==> src/rtl/sr_chk_sat_cnt.sv <==
// Up-counter with enable; SATURATE=1 holds at all-ones, SATURATE=0 wraps.
module sr_chk_sat_cnt #(
  parameter int W        = 8,
  parameter bit SATURATE = 1'b1
) (
  input  logic         clk,
  input  logic         rst_n,
  input  logic         en,
  output logic [W-1:0] cnt
);

  logic at_max;

  assign at_max = &cnt;

  always_ff @(posedge clk or negedge rst_n) begin
    if (!rst_n) begin
      cnt <= '0;
    end else if (en && !(SATURATE && at_max)) begin
      cnt <= cnt + W'(1);
    end
  end

endmodule

==> config.mk <==
export PLATFORM = sky130hd
export DESIGN_NAME = sr_chk_sat_cnt
export DESIGN_NICKNAME = d
export VERILOG_FILES = /design/src/rtl/sr_chk_sat_cnt.sv
export SDC_FILE = /design/constraint.sdc
export NUM_CORES = 1
export LEC_CHECK = 0
export BUFFER_PORTS_ARGS = -buffer_cell sky130_fd_sc_hd__buf_4
export CAP_MARGIN = 20
export CORE_AREA = 2 2 39 41
export DETAILED_ROUTE_END_ITERATION = 8
export DIE_AREA = 0 0 41 43
export GPL_TIMING_DRIVEN = 0
export HOLD_SLACK_MARGIN = 0.02
export PLACE_DENSITY = 0.53
export SYNTH_ARGS = -nofsm -noshare
export SYNTH_HDL_FRONTEND = slang
export SYNTH_SLANG_ARGS = --single-unit
export TNS_END_PERCENT = 30
==> constraint.sdc <==
create_clock -name clk -period 2.7 [get_ports clk]
set_clock_uncertainty 0.05 [all_clocks]
set_input_delay 0.27 -clock clk [delete_from_list [all_inputs] [get_ports clk]]
set_output_delay 0.27 -clock clk [all_outputs]
set_load 0.05 [all_outputs]
# --- After elaboration in Yosys (flattened, before gate mapping) ---
# Index checks and enable logic that the tools add are counted.
# Widths: inputs -> output; s select.
totals:
  mem_count: 0
  ramBits: 0
  output_inout_bits: 8
  latchBits: 0
  input_bits: 3
  elab_cells: 5
  rom_bits: 0
  register_bits: 8
op_classes:
  n_shift: 0
  n_lt_le_gt_ge: 0
  n_bitwise: 0
  addsub: 1
  n_mux: 0
  n_mul: 0
  div_mod_pow: 0
  reduce_logical: 3
  n_eq_ne: 0
ops:
  columns: ["operator", "n"]
  rows:
  - ["$add 8x1->8 const B", 1]
  - ["$reduce_and 8->1", 1]
  - ["$logic_and 1x1->1", 1]
  - ["$logic_not 1->1", 1]

# --- Longest topological paths before layout ---
# Gate-level depths: netlist of run 1.
logic_depth:
  word_depth: 3
  depth_mapped: 4

# --- Worst setup path before layout of run 1 ---
# Ideal clock, no wire load.
synth_path:
  path_type: "reg2reg"
  start: "register cnt[0]"
  end: "register cnt[1]"
  synth_period_minus_slack_ns: 1.738
  setup_slack_ns: 0.962
  path_buffers: 0
  stages_incl_launch_ff: 5
  t_arrival_ns: 1.561
  path_cell_list: "dfrtp_1 > ha_1 > nand3_1 > o21ai_2 > mux2_1"
synth_via:
  elab_chain_len: 3
  elab_cells_between_ends: 4
  cone_classes: "1 x add/sub; 3 x reduce/logical"
synth_lines:
  columns: ["item", "line", "text"]
  rows:
  - ["from (decl)", "9", "output logic [W-1:0] cnt"]
  - ["from (signal assigned)", "20", "cnt <= cnt + W'(1);"]
  - ["branches (longest 3 deep; another with $add 8x1->8)", null, null]
# Parallel ways; which one is timed is not known.
# A chain may end at the register's enable or synchronous reset.

# --- Worst setup path in the final report of run 1 ---
# Ends and elaborated chain as after synthesis.

==> summary.txt, run 1 <==
Cells and area
  • # fillers: around 140
  • Max reg flops: 8
  • Final Non-Filler Cells: 65
  • Biggest register: cnt
  • Fraction of layout cells with a size suffix above 1: 0.306
  • Largest regs: cnt x8
  • Antenna fix cells: 0
  • Area Growth Syn to Fin: 32.7%
  • Nets@finish: 55

Route
  • Met2 wire length: roughly 300 um
  • DRT iter0 DRCs: 4
  • DRT Wirelength: 712 um
  • Post-route ant nets: 0
  • # DRC: 0
  • First drt pass iteration count: 3
  • DR WL/cell: about 11 um
  • Routed vias: around 310
  • Vias per cell: 4.71
  • M1 WL: 366 um
  • Top routing layer in use: met3
  • Met3 wire length: 44 um

Worst setup path
  • Setup CP Type: reg2reg
  • Critical path capture point type: register
  • Max FO, Critical Path: 4
  • Slowest CP cell: dfrtp_1
  • Worst Path Required: 2.78 ns
  • Critical Path AT: 1.54 ns
  • CP max stage delay: 0.42 ns
  • Crit path cell chain: ha_1 > nand3_1 > o21ai_2 > mux2_1
  • CP startpoint kind: register

Clock network
  • H-tree lvl count: 1
  • Clock buffer count from CTS: 3
  • Sink Count: 8
  • CTS max path bufs: 2
  • CTS tree: done
  • Root Driver: clkbuf_4
  • Clock Latency Late Sink: 0.25 ns
  • # Post-CTS Setup Buffers: 0
  • Clock transition at path regs: 0.06 ns

STA
  • Final setup TNS: 0 ns
  • Final Hold Viols: 0
  • # setup viols final: 0
  • Worst-margin pin slew: 0.215 ns
  • Final worst-path cycle share: 0.542
  • RSZ-0062 raised after global routing: false
  • Fin. max-slew vios: 0
  • Final min period: 1.46 ns
  • Slew margin rel.: 0.855
  • Worst Slack Setup Final: ~1.2 ns
  • Fmax: 0.684 GHz

Run
  • Max-cap viol count: 0

Floorplan
  • I/O pin cnt: 11
  • Die Area: 1760 um^2
  • Die Wd: 41 um
  • Core ar.: 1380 um^2
  • Die Y: 43 um
  • Row count: 14
  • Starting Density: 0.282

Placed design
  • Pre-CTS setup slack: 1.27 ns
  • Placed insts: ~60
  • IO Port Bufs: 10
  • HPWL Detailed: 531 um
  • Global placer's final weighted congestion: roughly 0.75

Global routing
  • Vias in the first global route: slightly above 300
  • Antenna violations before repair: 0
  • Grt total ovfl: 0
  • First-pass GRT wire length: 1.25 mm
  • Largest net degree at the start of global routing: 9
  • Total Routing Usage GR: 0.105

Run status
  • Run status: finished, final reports clean

Synth
  • Ys Warns: 0
  • Post-Synth XOR/XNOR Area: 0.0897
  • Adder-Cell Fraction of Synth Area: 0.0321
  • Synth Register Bits: 8
  • Post-synthesis simple-gate area fraction: 0.192
  • Mux cell area share after synthesis: 0.0288
  • Post-synth net total: 39
  • Main combinational cell family by area after synthesis: simple AND/OR/NAND/NOR gates
  • Register area share after synthesis: 0.513
  • Synth unique cells: 18
  • Cells after Synth: 35
  • Post-synthesis compound-gate area fraction: 0.135
  • Syn Area/Cell: approximately 11 um^2
  • Synthesized area: 390 um^2

Hold path
  • Hold WC Path Type: in2reg
## per-stage QoR
step                      instance area (um^2)  utilization  hold WS, ns
after global routing                       518        0.374        0.285
after detailed placement                   485        0.351       0.0447
after CTS                                  518        0.374        0.261
final                                      518        0.374        0.266
after floorplan                            390            -      -0.0756
after global placement                     485        0.351       0.0476
## layout by cell type, fill, tap and decap left out
cell and count:
mux2_1 1, ha_1 1, and2_1 1, dlygate4sd3_1 1
o21ai_0 1, clkbuf_4 3, o21ai_2 1, nand3_1 3
and4_1 1, nand4_1 1, buf_4 10, nor2b_1 1
a21oi_1 3, and3_1 2, a2bb2oi_1 1, o211ai_1 2
xnor2_1 4, nand2_1 2, dfrtp_1 8, inv_1 1
nand4_2 1
## Yosys cell counts
master	n	area (um^2)
nand2_1	2	7.51
a21oi_1	3	15.0
xnor2_1	4	35.0
dfrtp_1	8	200
o211ai_1	2	15.0
a2bb2oi_1	1	8.76
nand4_2	1	12.5
nor2b_1	1	6.26
and4_1	1	8.76
and2_1	1	6.26
ha_1	1	12.5
nand4_1	1	6.26
mux2_1	1	11.3
nand3_1	3	15.0
inv_1	1	3.75
o21ai_2	1	8.76
o21ai_0	1	5.00
and3_1	2	12.5
## worst max-delay path, delay by kind of cell (launching register included)
family	cells	cell delay, ns
adder cells (fa/ha/maj)	1	0.22
AO/OA/AOI/OAI	1	0.18
multiplexers	1	0.34
flip-flops	1	0.42
AND/OR/NAND/NOR	1	0.13
## metal layers
metal / up-vias / GRT usage
met5: - / 0
li1: 158 / -
met3: 0 / 0.0314
met1: 139 / 0.155
met2: 9 / 0.131
met4: 0 / 0.0600
## layout make-up
cell class / instances / area [um^2] / share of cell area
Clock buffer: 3 / 22.5 / 0.0435
Inverter: 1 / 3.75 / 0.00725
Multi-Input combinational cell: 26 / 186 / 0.360
Sequential cell: 8 / 200 / 0.386
Tap cell: 16 / 20.0 / 0.0386
Timing Repair Buffer: 11 / 85.1 / 0.164
## cells by family after synthesis
| family | count (synthesis) |
|---|---|
| compound gates | 8 |
| xor+xnor | 4 |
| fa+ha+maj | 1 |
| buf+inv | 1 |
| flops | 8 |
| mux | 1 |
| simple gates | 12 |
## final timing paths
path / start / endpoint / slack, ns / cells after the start
setup / recovery: cnt[0]$_DFFE_PN0P_ / cnt[1]$_DFFE_PN0P_ / 1.24 / 4
hold reg to reg: cnt[5]$_DFFE_PN0P_ / cnt[5]$_DFFE_PN0P_ / 0.48 / 1
max in group asynchronous: rst_n / cnt[7]$_DFFE_PN0P_ / 2.14 / 2
hold / removal: en / cnt[0]$_DFFE_PN0P_ / 0.27 / 3
setup reg to reg: cnt[0]$_DFFE_PN0P_ / cnt[1]$_DFFE_PN0P_ / 1.24 / 4
min in group asynchronous: rst_n / cnt[5]$_DFFE_PN0P_ / 0.33 / 2
## timing repair
action	CTS	global route
hold buffers	1	0
endpoints found under the setup margin	0	0
resized for setup	0	0
endpoints found under the hold margin	8	0
Power of run 1 is not shown: default switching activity piles up to over one toggle a cycle in this logic, so the estimate is an artifact.
==> inputs of run 2 (changes only) <==
--- a/config.mk
+++ b/config.mk
@@ -12,7 +12,7 @@
 export DIE_AREA = 0 0 41 43
 export GPL_TIMING_DRIVEN = 0
 export HOLD_SLACK_MARGIN = 0.02
-export PLACE_DENSITY = 0.53
+export PLACE_DENSITY = 0.55
 export SYNTH_ARGS = -nofsm -noshare
 export SYNTH_HDL_FRONTEND = slang
 export SYNTH_SLANG_ARGS = --single-unit
==> constraint.sdc (replaced) <==
create_clock -name clk -period 1.3 [get_ports clk]
set_clock_uncertainty 0.05 [all_clocks]
set_input_delay 0.13 -clock clk [delete_from_list [all_inputs] [get_ports clk]]
set_output_delay 0.13 -clock clk [all_outputs]
set_load 0.05 [all_outputs]
==> run 2 against run 1 <==
Via count is 8.2% higher. Sequential share of layout area down 3.3 points. Utilization increased by 5.5 points. Flip-flop and latch count unchanged. Critical path depth unchanged. Global-route usage is 1.5 points higher. Setup slack worse by 1.2 ns. Largest cell class is now multi-input gates.
==> summary.txt, run 2 (synthesized netlist as in run 1, its figures left out) <==
Cells and area
  • Fraction of layout cells with a size suffix above 1: 0.566 (+0.260)
  • Max reg flops: 8 (unchanged)
  • Nets@finish: 59 (+7.3%)
  • Biggest register: cnt
  • Most frequent cells in the layout: 14 x buf_4, 8 x dfrtp_2, 4 x xnor2_1
  • Largest regs: cnt x8
  • Antenna fix cells: 0 (unchanged)
  • # fillers: 141 (-1.4%)
  • Most common cell after layout, fill and taps aside: buf_4
  • Area Growth Syn to Fin: 52.2%

Worst setup path
  • Crit path buf inv count: 0 (unchanged)
  • Critical Path AT: 1.38 ns (-0.16 ns)
  • Max FO, Critical Path: 4 (unchanged)
  • Slowest CP cell: dfrtp_2
  • Critical path capture point type: register
  • Crit path cell chain: ha_4 > nand3_4 > o21ai_4 > mux2_4
  • CP startpoint kind: register
  • Worst Path Required: 1.38 ns (-1.40 ns)
  • CP max stage delay: 0.39 ns (-0.03 ns)
  • Setup CP Type: reg2reg
  • Crit path max-delay family: flip-flops

Placed design
  • Pre-CTS setup slack: -0.0468 ns (-1.32 ns)
  • IO Port Bufs: 10 (unchanged)
  • Global placer's final weighted congestion: 0.682 (-8.7%)
  • HPWL Detailed: 552 um (+4.0%)

Clock network
  • Clock buffer count from CTS: 3 (unchanged)
  • Clock transition at path regs: 0.06 ns (about the same)
  • CTS max path bufs: 2 (unchanged)
  • Sink Count: 8 (unchanged)
  • CTS tree: done
  • Clock Latency Late Sink: 0.25 ns (about the same)
  • Root Driver: clkbuf_4
  • H-tree lvl count: 1 (unchanged)

Global routing
  • Antenna violations before repair: 0 (unchanged)
  • Total Routing Usage GR: 0.120 (+0.0147)
  • Largest net degree at the start of global routing: 9 (unchanged)
  • Grt total ovfl: 0 (unchanged)
  • First-pass GRT wire length: 1.38 mm (+11%)
  • Vias in the first global route: 328 (+8.3%)

STA
  • Final Hold Viols: 0 (unchanged)
  • Worst Slack Setup Final: 0.00345 ns (-1.23 ns)
  • Final worst-path cycle share: 0.997 (+0.456)
  • Fin. max-slew vios: 0 (unchanged)
  • RSZ-0062 raised after global routing: true
  • Slew margin rel.: 0.852 (-0.00316)
  • Worst-margin pin slew: 0.220 ns (+0.00469 ns)
  • # setup viols final: 0 (unchanged)
  • Final min period: 1.30 ns (-0.166 ns)
  • Fmax: 0.771 GHz (+13%)

Power and ir drop
  • VDD IR max: 1.34 mV
  • Pwr dens: 2860 nW/um^2
  • Overall power: between 0.0015 and 0.002 W
  • Leakage: 0.246 nW

Route
  • Vias per cell: 4.80 (+1.9%)
  • DR WL/cell: 12.2 um (+11%)
  • DRT iter0 DRCs: 5 (+1)
  • Post-route ant nets: 0 (unchanged)
  • # DRC: 0 (unchanged)
  • First drt pass iteration count: 2 (-1)
  • Routed vias: 331 (+8.2%)
  • DRT Wirelength: 842 um (+18%)

Floorplan
  • Core ar.: 1380 um^2 (unchanged)
  • Row count: 14 (unchanged)
  • Starting Density: 0.282 (unchanged)
  • Die Y: 43 um (unchanged)
  • I/O pin cnt: 11 (unchanged)
  • Die Area: 1760 um^2 (unchanged)
  • Die Wd: 41 um (unchanged)

Run
  • Max-cap viol count: 0 (unchanged)

Run status
  • Run status: finished, final reports clean

Hold path
  • Hold WC Path Type: in2reg
## run 2: final timing paths
| kind | startpoint | endpoint | slack (ns) | cells after the start |
|---|---|---|---|---|
| max reg2reg | cnt[0]$_DFFE_PN0P_ | cnt[1]$_DFFE_PN0P_ | 0.003 | 4 |
| max in group asynchronous | rst_n | cnt[0]$_DFFE_PN0P_ | 0.87 | 2 |
| min | en | cnt[2]$_DFFE_PN0P_ | 0.17 | 3 |
| max | cnt[0]$_DFFE_PN0P_ | cnt[1]$_DFFE_PN0P_ | 0.003 | 4 |
| min in group asynchronous | rst_n | cnt[4]$_DFFE_PN0P_ | 0.18 | 2 |
| min reg2reg | cnt[5]$_DFFE_PN0P_ | cnt[5]$_DFFE_PN0P_ | 0.45 | 1 |
## run 2: where the power goes
part	internal, W	leakage [nW]	switching [W]
Sequential	0.000382	0.0854	0.000160
Clock	0.000106	0.0138	0.0000826
Combinational	0.000384	0.146	0.000584
Total	0.000871	0.246	0.000826
## run 2: layer usage
metal	GRT usage	share of wire	vias to the layer above
met5	0	0	-
met4	0.100	0	0
met3	0.0314	0.053	0
met2	0.150	0.48	10
met1	0.163	0.46	153
li1	-	-	168
## run 2: cell type report
cell class	count	area, um^2	share of cell area
Multi-Input combinational cell	26	223	0.375
Sequential cell	8	210	0.354
Timing Repair Buffer	15	115	0.194
Clock buffer	3	22.5	0.0379
Tap cell	16	20.0	0.0337
Inverter	1	3.75	0.00632
## run 2: stage by stage
step,hold slack (ns),setup TNS [ns],instances,util,area (um^2)
4_1_cts,0.146,0,68,0.410,568
6_report,0.165,0,69,0.429,594
5_1_grt,0.191,-0.0442,69,0.429,594
3_3_place_gp,-0.0927,-0.0526,61,0.371,513
2_1_floorplan,-0.216,-0.293,35,-,418
3_5_place_dp,-0.0919,-0.0468,61,0.371,513
## run 2: worst min-delay path, delay by kind of cell
| family | cells | cell delay, ns |
|---|---|---|
| buffers and inverters | 1 | 0.11 |
| AOI/OAI and AO/OA | 2 | 0.17 |
## run 2: timing repair
item                                    CTS  global route
setup buffers                             3             1
endpoints found under the setup margin    1             1
hold buffers                              1             0
resized for setup                         0             3
pin swaps                                 1             2
hold endpoints to repair                  8             0
(Power assumes the default switching activity.)
